## src/rtl/pwm_duty_meas_pkg.sv

```systemverilog
// Shared types and constants for the PWM duty-cycle measurement block.
package pwm_pkg;

  // Measurement FSM states: waiting for a first edge, counting, dividing.
  typedef enum logic [1:0] {
    IDLE,
    MEAS,
    DIV
  } meas_state_t;

  localparam int DEF_DUTY_W = 4;
  localparam int DEF_CNT_W  = 16;

  // The restoring divider produces one quotient bit per iteration.
  function automatic int div_iters(input int duty_w);
    return duty_w;
  endfunction

  // Counter value at which a missing rising edge is declared a timeout
  // (all ones of the counter width; handles widths up to 32).
  function automatic logic [31:0] timeout_count(input int cnt_w);
    logic [32:0] one_shifted;
    one_shifted = 33'd1 << cnt_w;
    return 32'(one_shifted - 33'd1);
  endfunction

endpackage

```

## src/rtl/pwm_duty_meas_div_seq.sv

```systemverilog
// Restoring divider: q = floor(h * 2^DUTY_W / p), one bit per cycle.
// done and q are presented combinationally during the last iteration so the
// caller can register the result on the same edge the divider goes idle.
module pwm_div_seq
  import pwm_pkg::*;
#(
  parameter int DUTY_W = DEF_DUTY_W,
  parameter int CNT_W  = DEF_CNT_W
) (
  input  logic              clk,
  input  logic              rst,
  input  logic              start,
  input  logic              abort,
  input  logic [CNT_W-1:0]  h,
  input  logic [CNT_W-1:0]  p,
  output logic              busy,
  output logic              done,
  output logic [DUTY_W-1:0] q
);

  localparam int ITERS = div_iters(DUTY_W);
  localparam int IW    = (ITERS > 1) ? $clog2(ITERS) : 1;
  localparam logic [IW-1:0] LAST = IW'(ITERS - 1);

  logic [CNT_W:0]    rem_q;
  logic [CNT_W-1:0]  div_q;
  logic [DUTY_W-1:0] quo_q;
  logic [IW-1:0]     iter_q;
  logic              busy_q;
  logic              sat_q;

  logic [CNT_W:0]    rem_sh;
  logic [CNT_W:0]    rem_nx;
  logic              ge;
  logic [DUTY_W-1:0] quo_nx;
  logic              last_iter;

  // One restoring step: double the remainder and subtract the divisor if it fits.
  always_comb begin
    rem_sh = {rem_q[CNT_W-1:0], 1'b0};
    ge     = (rem_sh >= {1'b0, div_q});
    rem_nx = ge ? (rem_sh - {1'b0, div_q}) : rem_sh;
    quo_nx = (quo_q << 1) | DUTY_W'(ge);
  end

  assign last_iter = busy_q && (iter_q == LAST);
  assign busy      = busy_q;
  assign done      = last_iter;
  assign q         = sat_q ? {DUTY_W{1'b1}} : quo_nx;

  // Operand capture on start, then iterate until the last quotient bit.
  always_ff @(posedge clk) begin
    if (rst || abort) begin
      rem_q  <= '0;
      div_q  <= '0;
      quo_q  <= '0;
      iter_q <= '0;
      busy_q <= 1'b0;
      sat_q  <= 1'b0;
    end else if (start) begin
      rem_q  <= {1'b0, h};
      div_q  <= p;
      quo_q  <= '0;
      iter_q <= '0;
      busy_q <= 1'b1;
      sat_q  <= (h >= p);
    end else if (busy_q) begin
      rem_q  <= rem_nx;
      quo_q  <= quo_nx;
      iter_q <= iter_q + IW'(1);
      if (last_iter) begin
        busy_q <= 1'b0;
      end
    end
  end

endmodule

```

## src/rtl/pwm_duty_meas.sv

```systemverilog
// PWM receiver: measures period and high time of pwm_in in clk cycles and
// converts them into a DUTY_W-bit duty code.
module pwm_duty_meas
  import pwm_pkg::*;
#(
  parameter int DUTY_W      = DEF_DUTY_W,
  parameter int CNT_W       = DEF_CNT_W,
  parameter int SYNC_STAGES = 2
) (
  input  logic              clk,
  input  logic              rst,
  input  logic              pwm_in,
  output logic [DUTY_W-1:0] duty_out,
  output logic              duty_valid,
  output logic [CNT_W-1:0]  period_cnt,
  output logic [CNT_W-1:0]  high_cnt,
  output logic              timeout,
  output logic              overrun
);

  localparam logic [CNT_W-1:0] TIMEOUT = CNT_W'(timeout_count(CNT_W));

  logic [SYNC_STAGES-1:0] sync_q;
  logic                   s;
  logic                   s_prev;
  logic                   rise;

  meas_state_t            state_q;
  meas_state_t            state_d;
  logic [CNT_W-1:0]       p_cnt;
  logic [CNT_W-1:0]       h_cnt;
  logic                   to_hit;

  logic                   restart;
  logic                   latch_meas;
  logic                   div_start;
  logic                   div_abort;
  logic                   do_timeout;
  logic                   publish;
  logic                   overrun_d;

  logic                   div_busy;
  logic                   div_done;
  logic [DUTY_W-1:0]      div_q;

  assign s      = sync_q[SYNC_STAGES-1];
  assign rise   = s & ~s_prev;
  assign to_hit = (p_cnt == TIMEOUT);

  // Input synchroniser chain plus the previous-sample flop for edge detection.
  always_ff @(posedge clk) begin
    if (rst) begin
      sync_q <= '0;
      s_prev <= 1'b0;
    end else begin
      sync_q <= {sync_q[SYNC_STAGES-2:0], pwm_in};
      s_prev <= s;
    end
  end

  // FSM state register.
  always_ff @(posedge clk) begin
    if (rst) begin
      state_q <= IDLE;
    end else begin
      state_q <= state_d;
    end
  end

  // Next-state and control decode; an edge always beats a timeout.
  always_comb begin
    state_d    = state_q;
    restart    = 1'b0;
    latch_meas = 1'b0;
    div_start  = 1'b0;
    div_abort  = 1'b0;
    do_timeout = 1'b0;
    publish    = 1'b0;
    overrun_d  = 1'b0;
    case (state_q)
      IDLE: begin
        if (rise) begin
          restart = 1'b1;
          state_d = MEAS;
        end else if (to_hit) begin
          do_timeout = 1'b1;
        end
      end
      MEAS: begin
        if (rise) begin
          restart    = 1'b1;
          latch_meas = 1'b1;
          div_start  = 1'b1;
          state_d    = DIV;
        end else if (to_hit) begin
          do_timeout = 1'b1;
          state_d    = IDLE;
        end
      end
      DIV: begin
        if (rise) begin
          restart   = 1'b1;
          overrun_d = div_busy;
        end else if (to_hit) begin
          do_timeout = 1'b1;
          div_abort  = 1'b1;
          state_d    = IDLE;
        end
        if (div_done && !do_timeout) begin
          publish = 1'b1;
          state_d = MEAS;
        end
      end
      default: state_d = IDLE;
    endcase
  end

  // Period/high counters; they also serve as the timeout counter in every state.
  always_ff @(posedge clk) begin
    if (rst) begin
      p_cnt <= '0;
      h_cnt <= '0;
    end else if (restart) begin
      p_cnt <= CNT_W'(1);
      h_cnt <= CNT_W'(1);
    end else if (do_timeout) begin
      p_cnt <= CNT_W'(1);
      h_cnt <= '0;
    end else begin
      p_cnt <= p_cnt + CNT_W'(1);
      h_cnt <= h_cnt + CNT_W'(s);
    end
  end

  pwm_div_seq #(
    .DUTY_W (DUTY_W),
    .CNT_W  (CNT_W)
  ) u_div (
    .clk   (clk),
    .rst   (rst),
    .start (div_start),
    .abort (div_abort),
    .h     (h_cnt),
    .p     (p_cnt),
    .busy  (div_busy),
    .done  (div_done),
    .q     (div_q)
  );

  // Registered outputs: measurement latch, duty publish and status pulses.
  always_ff @(posedge clk) begin
    if (rst) begin
      duty_out   <= '0;
      duty_valid <= 1'b0;
      period_cnt <= '0;
      high_cnt   <= '0;
      timeout    <= 1'b0;
      overrun    <= 1'b0;
    end else begin
      duty_valid <= 1'b0;
      timeout    <= 1'b0;
      overrun    <= overrun_d;
      if (latch_meas) begin
        period_cnt <= p_cnt;
        high_cnt   <= h_cnt;
      end
      if (publish) begin
        duty_out   <= div_q;
        duty_valid <= 1'b1;
      end
      if (do_timeout) begin
        timeout    <= 1'b1;
        duty_valid <= 1'b1;
        duty_out   <= s ? {DUTY_W{1'b1}} : '0;
        period_cnt <= '0;
        high_cnt   <= '0;
      end
    end
  end

endmodule
```

## config.mk

```make
export PLATFORM = sky130hd
export DESIGN_NAME = pwm_duty_meas
export DESIGN_NICKNAME = d
export VERILOG_FILES = /design/src/rtl/pwm_duty_meas_pkg.sv /design/src/rtl/pwm_duty_meas_div_seq.sv /design/src/rtl/pwm_duty_meas.sv
export SDC_FILE = /design/constraint.sdc
export NUM_CORES = 1
export LEC_CHECK = 0
export ABC_AREA = 1
export BUFFER_PORTS_ARGS = -buffer_cell sky130_fd_sc_hd__buf_2
export CAP_MARGIN = 20
export CORE_ASPECT_RATIO = 1.2
export CORE_UTILIZATION = 32
export DETAILED_ROUTE_END_ITERATION = 10
export GPL_TIMING_DRIVEN = 0
export REMOVE_ABC_BUFFERS = 1
export SLEW_MARGIN = 20
export SYNTH_ARGS = -nofsm -noshare
export SYNTH_HDL_FRONTEND = slang
export SYNTH_SLANG_ARGS = --single-unit
```

## constraint.sdc

```tcl
create_clock -name clk -period 2.1 [get_ports clk]
set_input_delay 0 -clock clk [delete_from_list [all_inputs] [get_ports clk]]
set_output_delay 0 -clock clk [all_outputs]
set_load 0.005 [all_outputs]
```

## Word level (Yosys, flattened, before mapping)

Cells that the tools add are included.

| storage, ports and cells | value |
|---|---|
| register bits | 115 |
| bits in latches | 0 |
| memory bits (writable) | 0 |
| bits in read-only memories | 0 |
| bits of input ports | 3 |
| output and inout bits | 39 |
| logic and storage cells | 83 |
| memories kept | 0 |

| cells by class | value |
|---|---|
| add/sub/neg operators | 4 |
| multipliers | 0 |
| divide/modulo/power cells | 0 |
| magnitude comparators | 2 |
| eq/ne operators | 6 |
| shifts and indexed selects | 0 |
| muxes and demuxes | 33 |
| bitwise gates (word level) | 5 |
| reduce and logical (&&, ||, !) cells | 14 |

Operators by type and width:

| cell | number |
|---|---|
| two-way mux 16 bit | 3 |
| two-way mux 1 bit | 19 |
| greater-or-equal comparator 17 x 16 -> 1 bit | 1 |
| adder 16 x 1 -> 16 bit | 1 |
| adder 16 x 1 -> 16 bit, second input constant | 1 |
| equality test 16 bit, second input constant | 1 |
| greater-or-equal comparator 16 bit | 1 |
| two-way mux 4 bit | 4 |
| subtractor 16 bit | 1 |
| two-way mux 2 bit | 5 |
| OR reduction 3 bit | 3 |
| case mux 2 bit (3 select lines) | 1 |
| OR reduction 2 bit | 3 |
| equality test 2 bit, second input constant | 2 |
| OR 4 x 1 -> 4 bit | 1 |
| nonzero test 2 bit | 2 |
| != test 3 bit, second input constant | 1 |
| NOT 1 bit | 3 |
| adder 2 x 1 -> 2 bit, second input constant | 1 |
| equality test 2 x 1 -> 1 bit, second input constant | 1 |
| logical AND 1 bit | 2 |
| zero test 2 bit | 1 |
| != test 2 bit, second input constant | 1 |
| case mux 1 bit (2 select lines) | 1 |
| other kinds (4) | 4 |

## Logic depth before layout (Yosys ltp)

Gate-level depths: netlist (run 1).

| depth | value |
|---|---|
| depth after elaboration | 10 |
| gate-level depth with buffers | 15 |
| gate-level depth less buffers | 14 |

## Modules after synthesis

Synthesis (run 1) repeated with hierarchy kept, for this count alone.

| unflattened totals | value |
|---|---|
| cells, all modules | 882 |
| area total of the unflattened synthesis | 6286.0 µm² |

By module, submodules not included:

| module | times used | cells an instance | area an instance (µm²) | sequential area each (µm²) |
|---|---|---|---|---|
| pwm_div_seq | 1 | 467 | 3183.1 | 780.7 |
| pwm_duty_meas | 1 | 415 | 3103.0 | 1521.5 |

## Worst setup path before layout (run 1)

OpenSTA, ideal clock, no wires.

| timing path | value |
|---|---|
| kind | reg-to-reg |
| from | register u_div.div_q[1] |
| to | register duty_out[0] |
| arrival time | 1.698 ns |
| slack | 0.284 ns |
| stages on the path, launching flop included | 13 |
| path buffers | 1 |
| period minus slack after synthesis | 1.816 ns |
| path through | dfxtp_1 -> inv_1 -> ha_1 -> ha_1 -> nand2_1 -> nor2_1 -> nand3_1 -> nor2_2 -> nor2_4 -> nand2_4 -> buf_12 -> o21ai_2 -> a21oi_2 |

| on the way | value |
|---|---|
| cells in the longest elaborated chain, start to end | 5 |

RTL lines:

| element | RTL line | text |
|---|---|---|
| start: declaration | pwm_duty_meas_div_seq.sv:26 | `logic [CNT_W-1:0] div_q;` |
| start signal: assignment | pwm_duty_meas_div_seq.sv:62 | `div_q <= p;` |
| greater-or-equal comparator 17 x 16 -> 1 bit | pwm_duty_meas_div_seq.sv:41 | `ge = (rem_sh >= {1'b0, div_q});` |
| OR 4 x 1 -> 4 bit | pwm_duty_meas_div_seq.sv:43 | `quo_nx = (quo_q << 1) \| DUTY_W'(ge);` |
| two-way mux 4 bit | pwm_duty_meas_div_seq.sv:49 | `assign q = sat_q ? {DUTY_W{1'b1}} : quo_nx;` |
| two-way mux 4 bit | pwm_duty_meas.sv:167 | `if (publish) begin` |
| two-way mux 4 bit | pwm_duty_meas.sv:171 | `if (do_timeout) begin` |
| end signal: assignment | pwm_duty_meas.sv:168 | `duty_out <= div_q;` |
| end signal: assignment | pwm_duty_meas.sv:174 | `duty_out <= s ? {DUTY_W{1'b1}} : '0;` |
| end: declaration | pwm_duty_meas.sv:13 | `output logic [DUTY_W-1:0] duty_out,` |

No other way between the ends. The select of a mux whose other input is x is not followed.
A chain may end at the register's enable or synchronous reset.

## Final worst setup path (run 1)

| timing path | value |
|---|---|
| from | register p_cnt[13] |
| to | register p_cnt[3] |

| on the way | value |
|---|---|
| cells in the longest elaborated chain, start to end | 6 |

RTL lines:

| element | RTL line | text |
|---|---|---|
| start: declaration | pwm_duty_meas.sv:30 | `logic [CNT_W-1:0] p_cnt;` |
| start signal: assignment | pwm_duty_meas.sv:130 | `p_cnt <= p_cnt + CNT_W'(1);` |
| equality test 16 bit (*) | pwm_duty_meas.sv:48 | `assign to_hit = (p_cnt == TIMEOUT);` |
| two-way mux 1 bit (*) | pwm_duty_meas.sv:85, pwm_duty_meas.sv:95, pwm_duty_meas.sv:104 |  |
| two-way mux 1 bit (*) | pwm_duty_meas.sv:90 | `if (rise) begin` |
| two-way mux 1 bit | pwm_duty_meas.sv:80 | `case (state_q)` |
| case mux 1 bit (2 select lines) (*) | pwm_duty_meas.sv:80 |  |
| OR reduction 3 bit (no source line) (*) | - |  |

Mark *: on every way between the ends. The rest lies on a longest branch, timed or not. The select of a mux whose other input is x is not followed.

==> flow_metrics.tcl, run 1 <==
set metrics [dict create \
    mostFrequentLayoutCell "nand2_1" \
    portBuffers 41 \
    synthCells 890 \
    worst_pin_slew_ps 976.1 \
    path_depth 9 \
    syn2layout_area_growth_pct 20.76 \
    fin_util_pct 39.42 \
    postRouteAntennaNets 0 \
    chipHeight_um 156.4 \
    crit_family "simple AND/OR/NAND/NOR gates" \
    maxCapViolCount 0 \
    drt_iter0_drc 294 \
    cts_tree "built" \
    crit_chain "nand3_1 -> nor2_1 -> nand2_1 -> nor2_2 -> nand2_2 -> clkinv_4 -> nand2_8 -> nand3_2 -> nor3b_1" \
    hold_slack_ps 395.1 \
    vias 5797 \
    status "completed" \
    yosys_register_bits 115 \
    path_clk_slew_ps 60 \
    drc 0 \
    grt_antenna_before_repair 0 \
    die-area_mm2 0.02044 \
    ys_types 44 \
    nFillCells 2091 \
    grt.overflow.total 0 \
    pre_cts_slack_ps -228.3 \
    initial_utilization_pct 32.64 \
    hpwlAfterDp_um 11640 \
    hold_depth 3 \
    track_usage_pct 16.64 \
    final_max_slew_viol_count 0 \
    wl_um 17200 \
    cp_num_buf_inv 1 \
    dr.pass1.iters 5 \
    grt_pass1_wl_um 26540 \
    critPathLaunchType "register" \
    clock_sinks 115 \
    multi_input_area_mm2 0.003547 \
    slowest_stage "dfxtp_1" \
    ys.warnings.count 0 \
    io_pins 42 \
    grt_max_degree 37 \
    coreArea_mm2 0.01948 \
    hold_viol_final 0 \
    die_x_um 130.7 \
    vdd_drop_max_uv 438.0 \
    final_cell_mix "nand2_1 (217), inv_1 (134), dfxtp_1 (112)" \
    r2r_cells 9 \
    setup-violations-final 0 \
    finalCritPeriodShare_pct 96.89 \
    fin_ws_ps 65.25 \
    drive_above_1_share_pct 18.20 \
    grt_pass1_vias 5467 \
    power_density_mw_per_mm2 691.0 \
    num_antenna_cells 0 \
    rsz0062_at_grt "yes" \
    avgViaCountPerCell 4.763 \
    fmax_mhz 491.5 \
    critPathMaxFanout 15 \
    rows 56 \
    max_stage_delay_ps 410 \
    cp_data_required_time_ps 2380 \
    fin_crit_ps 2035 \
    cp-end-kind "register" \
    max_slew_margin_pct 34.86 \
    crit_type "reg2reg" \
    gp_congestion 0.8496 \
    seq_area_frac_synth_pct 36.21 \
    power_leakage_uw 0.003328 \
    cp.arrival_ps 2310 \
    min_path_type "in2reg" \
    clockRootBuffer "clkbuf_16" \
    layout.area.seq_mm2 0.002306 \
    clk_path_buf_depth 2 \
    skew_ps 8.048 \
    fin_nets 983 \
    synth_area_mm2 0.006359 \
    tritoncts.num_buffers 17 \
    drt-wirelength-per-cell_um 14.13 \
    syn_avg_cell_area_um2 7.144 \
    insertion_delay_ps 410 \
    h-tree-depth 4 \
]
## tightest hold or removal path, cell delays in order
cell           delay [ps]
dlygate4sd3_1         540
buf_2                 170
nor2_1                 60
## repair_timing
item | 4_1_cts | 5_1_grt
resized for setup | 5 | 36
hold buffers | 3 | 0
pin swaps | 1 | 4
setup buffers | 2 | 7
endpoints found under the setup margin | 48 | 101
endpoints found under the hold margin | 6 | 0
cloned | 0 | 6
## metal layers
layer	vias to the layer above	GRT usage, %	part of all wire (%)
met2	92	29.86	52
met4	0	6.240	2.5
met5	-	0	0
met3	28	2.803	2.5
li1	2957	-	-
met1	2720	19.50	43
## cells by family after synthesis
logic type	after synthesis	share of synthesized area (%)
xor+xnor	16	2.204
compound gates	138	11.67
buf+inv	176	12.24
fa+ha+maj	37	7.399
flops	115	36.21
simple gates	408	30.28
## registers in the layout (all words and copies together) (netlist names)
register	cells
sync_q	2
u_div.div_q	16
u_div.sat_q	1
u_div.quo_q	3
u_div.iter_q	2
p_cnt	16
duty_valid	1
duty_out	4
overrun	1
s_prev	1
h_cnt	16
u_div.busy	1
high_cnt	16
period_cnt	16
u_div.rem_q	16
timeout	1
state_q	2
## per-stage QoR
stage	instance area [µm²]	setup TNS [ps]	power, µW	cells
after global routing	7679	-138.0	5463	1217
after CTS	7356	0	5314	1204
after global placement	6686	-4765	2401	1167
final	7679	0	5306	1217
after detailed placement	6686	-4681	2403	1167
after floorplan	6155	0	2356	865
## report_power, final
group	switching (µW)	internal (µW)	leakage, µW
clock network	1050	1860	0.000275
registers	14.2	2200	0.000929
logic	124	58.0	0.00212
## worst paths after layout
kind              slack (ps)      start         to
hold / removal           400        rst  sync_q[1]
setup / recovery          70  p_cnt[13]   p_cnt[3]
hold reg to reg          410  sync_q[0]  sync_q[1]
setup reg to reg          70  p_cnt[13]   p_cnt[3]
## synth_stat cells, drive strengths merged
cell / instances / area share [%]
o31ai: 1 / 0.12
nor3: 14 / 1.6
ha: 36 / 7.1
nor4: 1 / 0.098
nand3: 71 / 6.1
and2: 1 / 0.098
fa: 1 / 0.31
dfxtp: 115 / 36
nor3b: 4 / 0.47
a31oi: 1 / 0.20
clkbuf: 3 / 0.18
clkinv: 1 / 0.14
o22ai: 16 / 1.6
a211oi: 2 / 0.24
inv: 150 / 8.9
o211ai: 1 / 0.12
a21o: 1 / 0.12
nor2: 67 / 5.2
a21oi: 81 / 6.5
or2: 2 / 0.20
buf: 22 / 3.0
xor2: 9 / 1.2
xnor2: 7 / 0.96
nand4: 9 / 0.89
nand2: 238 / 16
and3: 1 / 0.098
o21ai: 35 / 2.8
## area by class of cell
type                            instances  share of cell area [%]
Clock buffer                           19                   5.638
Clock inverter                         13                   2.086
Inverter                              151                   7.593
Multi-Input combinational cell        604                   46.20
Sequential cell                       115                   30.03
Tap cell                              261                   4.253
Timing Repair Buffer                   53                   4.106
Timing Repair inverter                  1                 0.09777
(Power assumes the default switching activity.)
==> run 2, diff against run 1 <==
--- a/config.mk
+++ b/config.mk
@@ -7,11 +7,12 @@
 export LEC_CHECK = 0
 export ABC_AREA = 1
 export BUFFER_PORTS_ARGS = -buffer_cell sky130_fd_sc_hd__buf_2
-export CAP_MARGIN = 20
-export CORE_ASPECT_RATIO = 1.2
+export CAP_MARGIN = 5
+export CORE_ASPECT_RATIO = 0.6
 export CORE_UTILIZATION = 32
 export DETAILED_ROUTE_END_ITERATION = 10
 export GPL_TIMING_DRIVEN = 0
+export MAX_ROUTING_LAYER = met4
 export REMOVE_ABC_BUFFERS = 1
 export SLEW_MARGIN = 20
 export SYNTH_ARGS = -nofsm -noshare
==> run 2 against run 1 <==
Compared with the run above:
- first-iteration DRC count is 47% higher
- critical path type unchanged
- critical endpoint is now u_div.rem_q[4]
- wire length is 5.0% higher
- clock power is 1% higher
- largest power group unchanged
- final cell count is 0.25% higher
- clock-buffer cell count stayed put
- global-route usage is 1.1 points higher
- total power is 0.82% higher
- non-clock buffer count is 1 lower
- die area hardly changed
- final area is 0.24% higher
==> flow_metrics.tcl, run 2 (synthesized netlist as in run 1, its figures left out) <==
set metrics [dict create \
    critPathMaxFanout 37 \
    coreArea_mm2 0.01923 \
    cp-startpoint "state_q[1]" \
    clockRootBuffer "clkbuf_16" \
    power_leakage_uw 0.003306 \
    hp-start "rst" \
    worstReg2RegStart "state_q[1]" \
    p_sw_share_pct 24.28 \
    power_density_mw_per_mm2 694.9 \
    clk_path_buf_depth 2 \
    fin_crit_ps 2065 \
    worst_pin_slew_ps 704.9 \
    rows 39 \
    io_pins 42 \
    initial_utilization_pct 33.07 \
    slowest_stage "dfxtp_1" \
    chipHeight_um 111.2 \
    max_slew_margin_pct 52.95 \
    tritoncts.num_buffers 17 \
    final_cell_mix "nand2_1 (216), inv_1 (133), dfxtp_1 (110)" \
    max_stage_delay_ps 400 \
    die_x_um 184.0 \
    nFillCells 1980 \
    mostFrequentLayoutCell "nand2_1" \
    cts_tree "built" \
    fin_ws_ps 34.58 \
    fmax_mhz 484.2 \
    num_antenna_cells 0 \
    finalCritPeriodShare_pct 98.35 \
    insertion_delay_ps 430 \
    power_frac_comb_pct 3.5 \
    finalInstanceArea_mm2 0.007697 \
    grt.overflow.total 0 \
    avgViaCountPerCell 4.759 \
    internal_power_uw 4050 \
    rsz0062_at_grt "yes" \
    final_max_slew_viol_count 0 \
    die-area_mm2 0.02046 \
    fin_nets 981 \
    path_clk_slew_ps 60 \
    hold_slack_ps 394.7 \
    vdd_drop_max_uv 613.1 \
    setup-violations-final 0 \
    vias 5806 \
    drc 0 \
    fin_tns_setup_ps 0 \
    skew_ps 15.20 \
    cp-end-kind "register" \
    power_frac_clock_pct 55.1 \
    grt_antenna_before_repair 0 \
    hpwlAfterDp_um 12270 \
    cp_data_required_time_ps 2440 \
    grt_pass1_vias 5039 \
    hold_viol_final 0 \
    status "completed" \
    multi_input_area_mm2 0.003526 \
    clock_sinks 115 \
    drive_above_1_share_pct 18.87 \
    crit_chain "nor2_2 -> nand2_8 -> inv_8 -> nor2_4 -> clkinvlp_4 -> o21ai_0 -> inv_1 -> a21oi_1" \
    dr.pass1.iters 5 \
    grt_max_degree 37 \
    maxCapViolCount 0 \
    drt_iter0_drc 432 \
    seqPwrFrac_pct 41.3 \
    crit_family "simple AND/OR/NAND/NOR gates" \
    syn2layout_area_growth_pct 21.05 \
    h-tree-depth 4 \
    track_usage_pct 17.78 \
    cp.arrival_ps 2410 \
    layout.area.seq_mm2 0.002308 \
    postRouteAntennaNets 0 \
    drt-wirelength-per-cell_um 14.80 \
    portBuffers 41 \
    place_area_mm2 0.006693 \
    critPathLaunchType "register" \
    p_sw_uw 1299 \
    wl_um 18050 \
    grt_pass1_wl_um 27430 \
    min_path_type "in2reg" \
    gp_congestion 0.8822 \
    pre_cts_slack_ps -280.0 \
    crit_type "reg2reg" \
    cp_num_buf_inv 3 \
]
[run 2: changes by cell type in the layout (fill, tap and decap cells not counted), sizes merged]
cell | before | now
bufinv | 3 | 2
buf | 50 | 49
clkinvlp | 7 | 6
inv | 150 | 152
nand3 | 73 | 72
[run 2: cell type report]
| type | instances | share of cell area (%) |
|---|---|---|
| sequential | 115 | 29.99 |
| timing repair inverter | 1 | 0.09753 |
| multi-input combinational | 603 | 45.81 |
| tap | 266 | 4.324 |
| timing repair buffer | 52 | 4.486 |
| clock buffer | 19 | 5.754 |
| clock inverter | 13 | 1.967 |
| inverter | 151 | 7.575 |
[run 2: path summary, 6_finish.rpt]
path	end	slack, ps	cells past startpoint
min	sync_q[1]	390	3
min reg2reg	sync_q[1]	400	2
max reg2reg	u_div.rem_q[4]	30	8
max	u_div.rem_q[4]	30	8
[run 2: through the flow]
step	instances	power, µW	utilization [%]
after global placement	1172	2405	34.81
after detailed placement	1172	2408	34.81
after floorplan	865	2356	-
after CTS	1209	5336	38.30
after global routing	1220	5498	40.04
final	1220	5349	40.04
[run 2: timing repair]
action | CTS | global route
pin swaps | 1 | 5
gates cloned | 0 | 5
endpoints found under the hold margin | 6 | 0
hold buffers | 3 | 0
gates resized for setup | 5 | 42
setup buffers | 2 | 6
setup endpoints to repair | 67 | 106
[run 2: worst reg2reg max path: cells and delay by family, from the launching register on]
kind,cells,cell delay [ps]
buf+inv,3,560
flops,1,400
compound gates,2,380
simple gates,3,650
[run 2: power by group through the flow]
stage	sequential (µW)	combinational, µW	clock (µW)
after floorplan	2250	104	0
after global placement	2260	148	0
after detailed placement	2260	151	0
after CTS	2210	159	2970
after global routing	2210	206	3080
final	2210	188	2950
[run 2: metal layers]
metal | routed length, µm | GRT usage (%)
met5 | 0 | -
met4 | 180 | 4.444
met3 | 1412 | 3.515
met2 | 6593 | 21.39
met1 | 9867 | 28.57
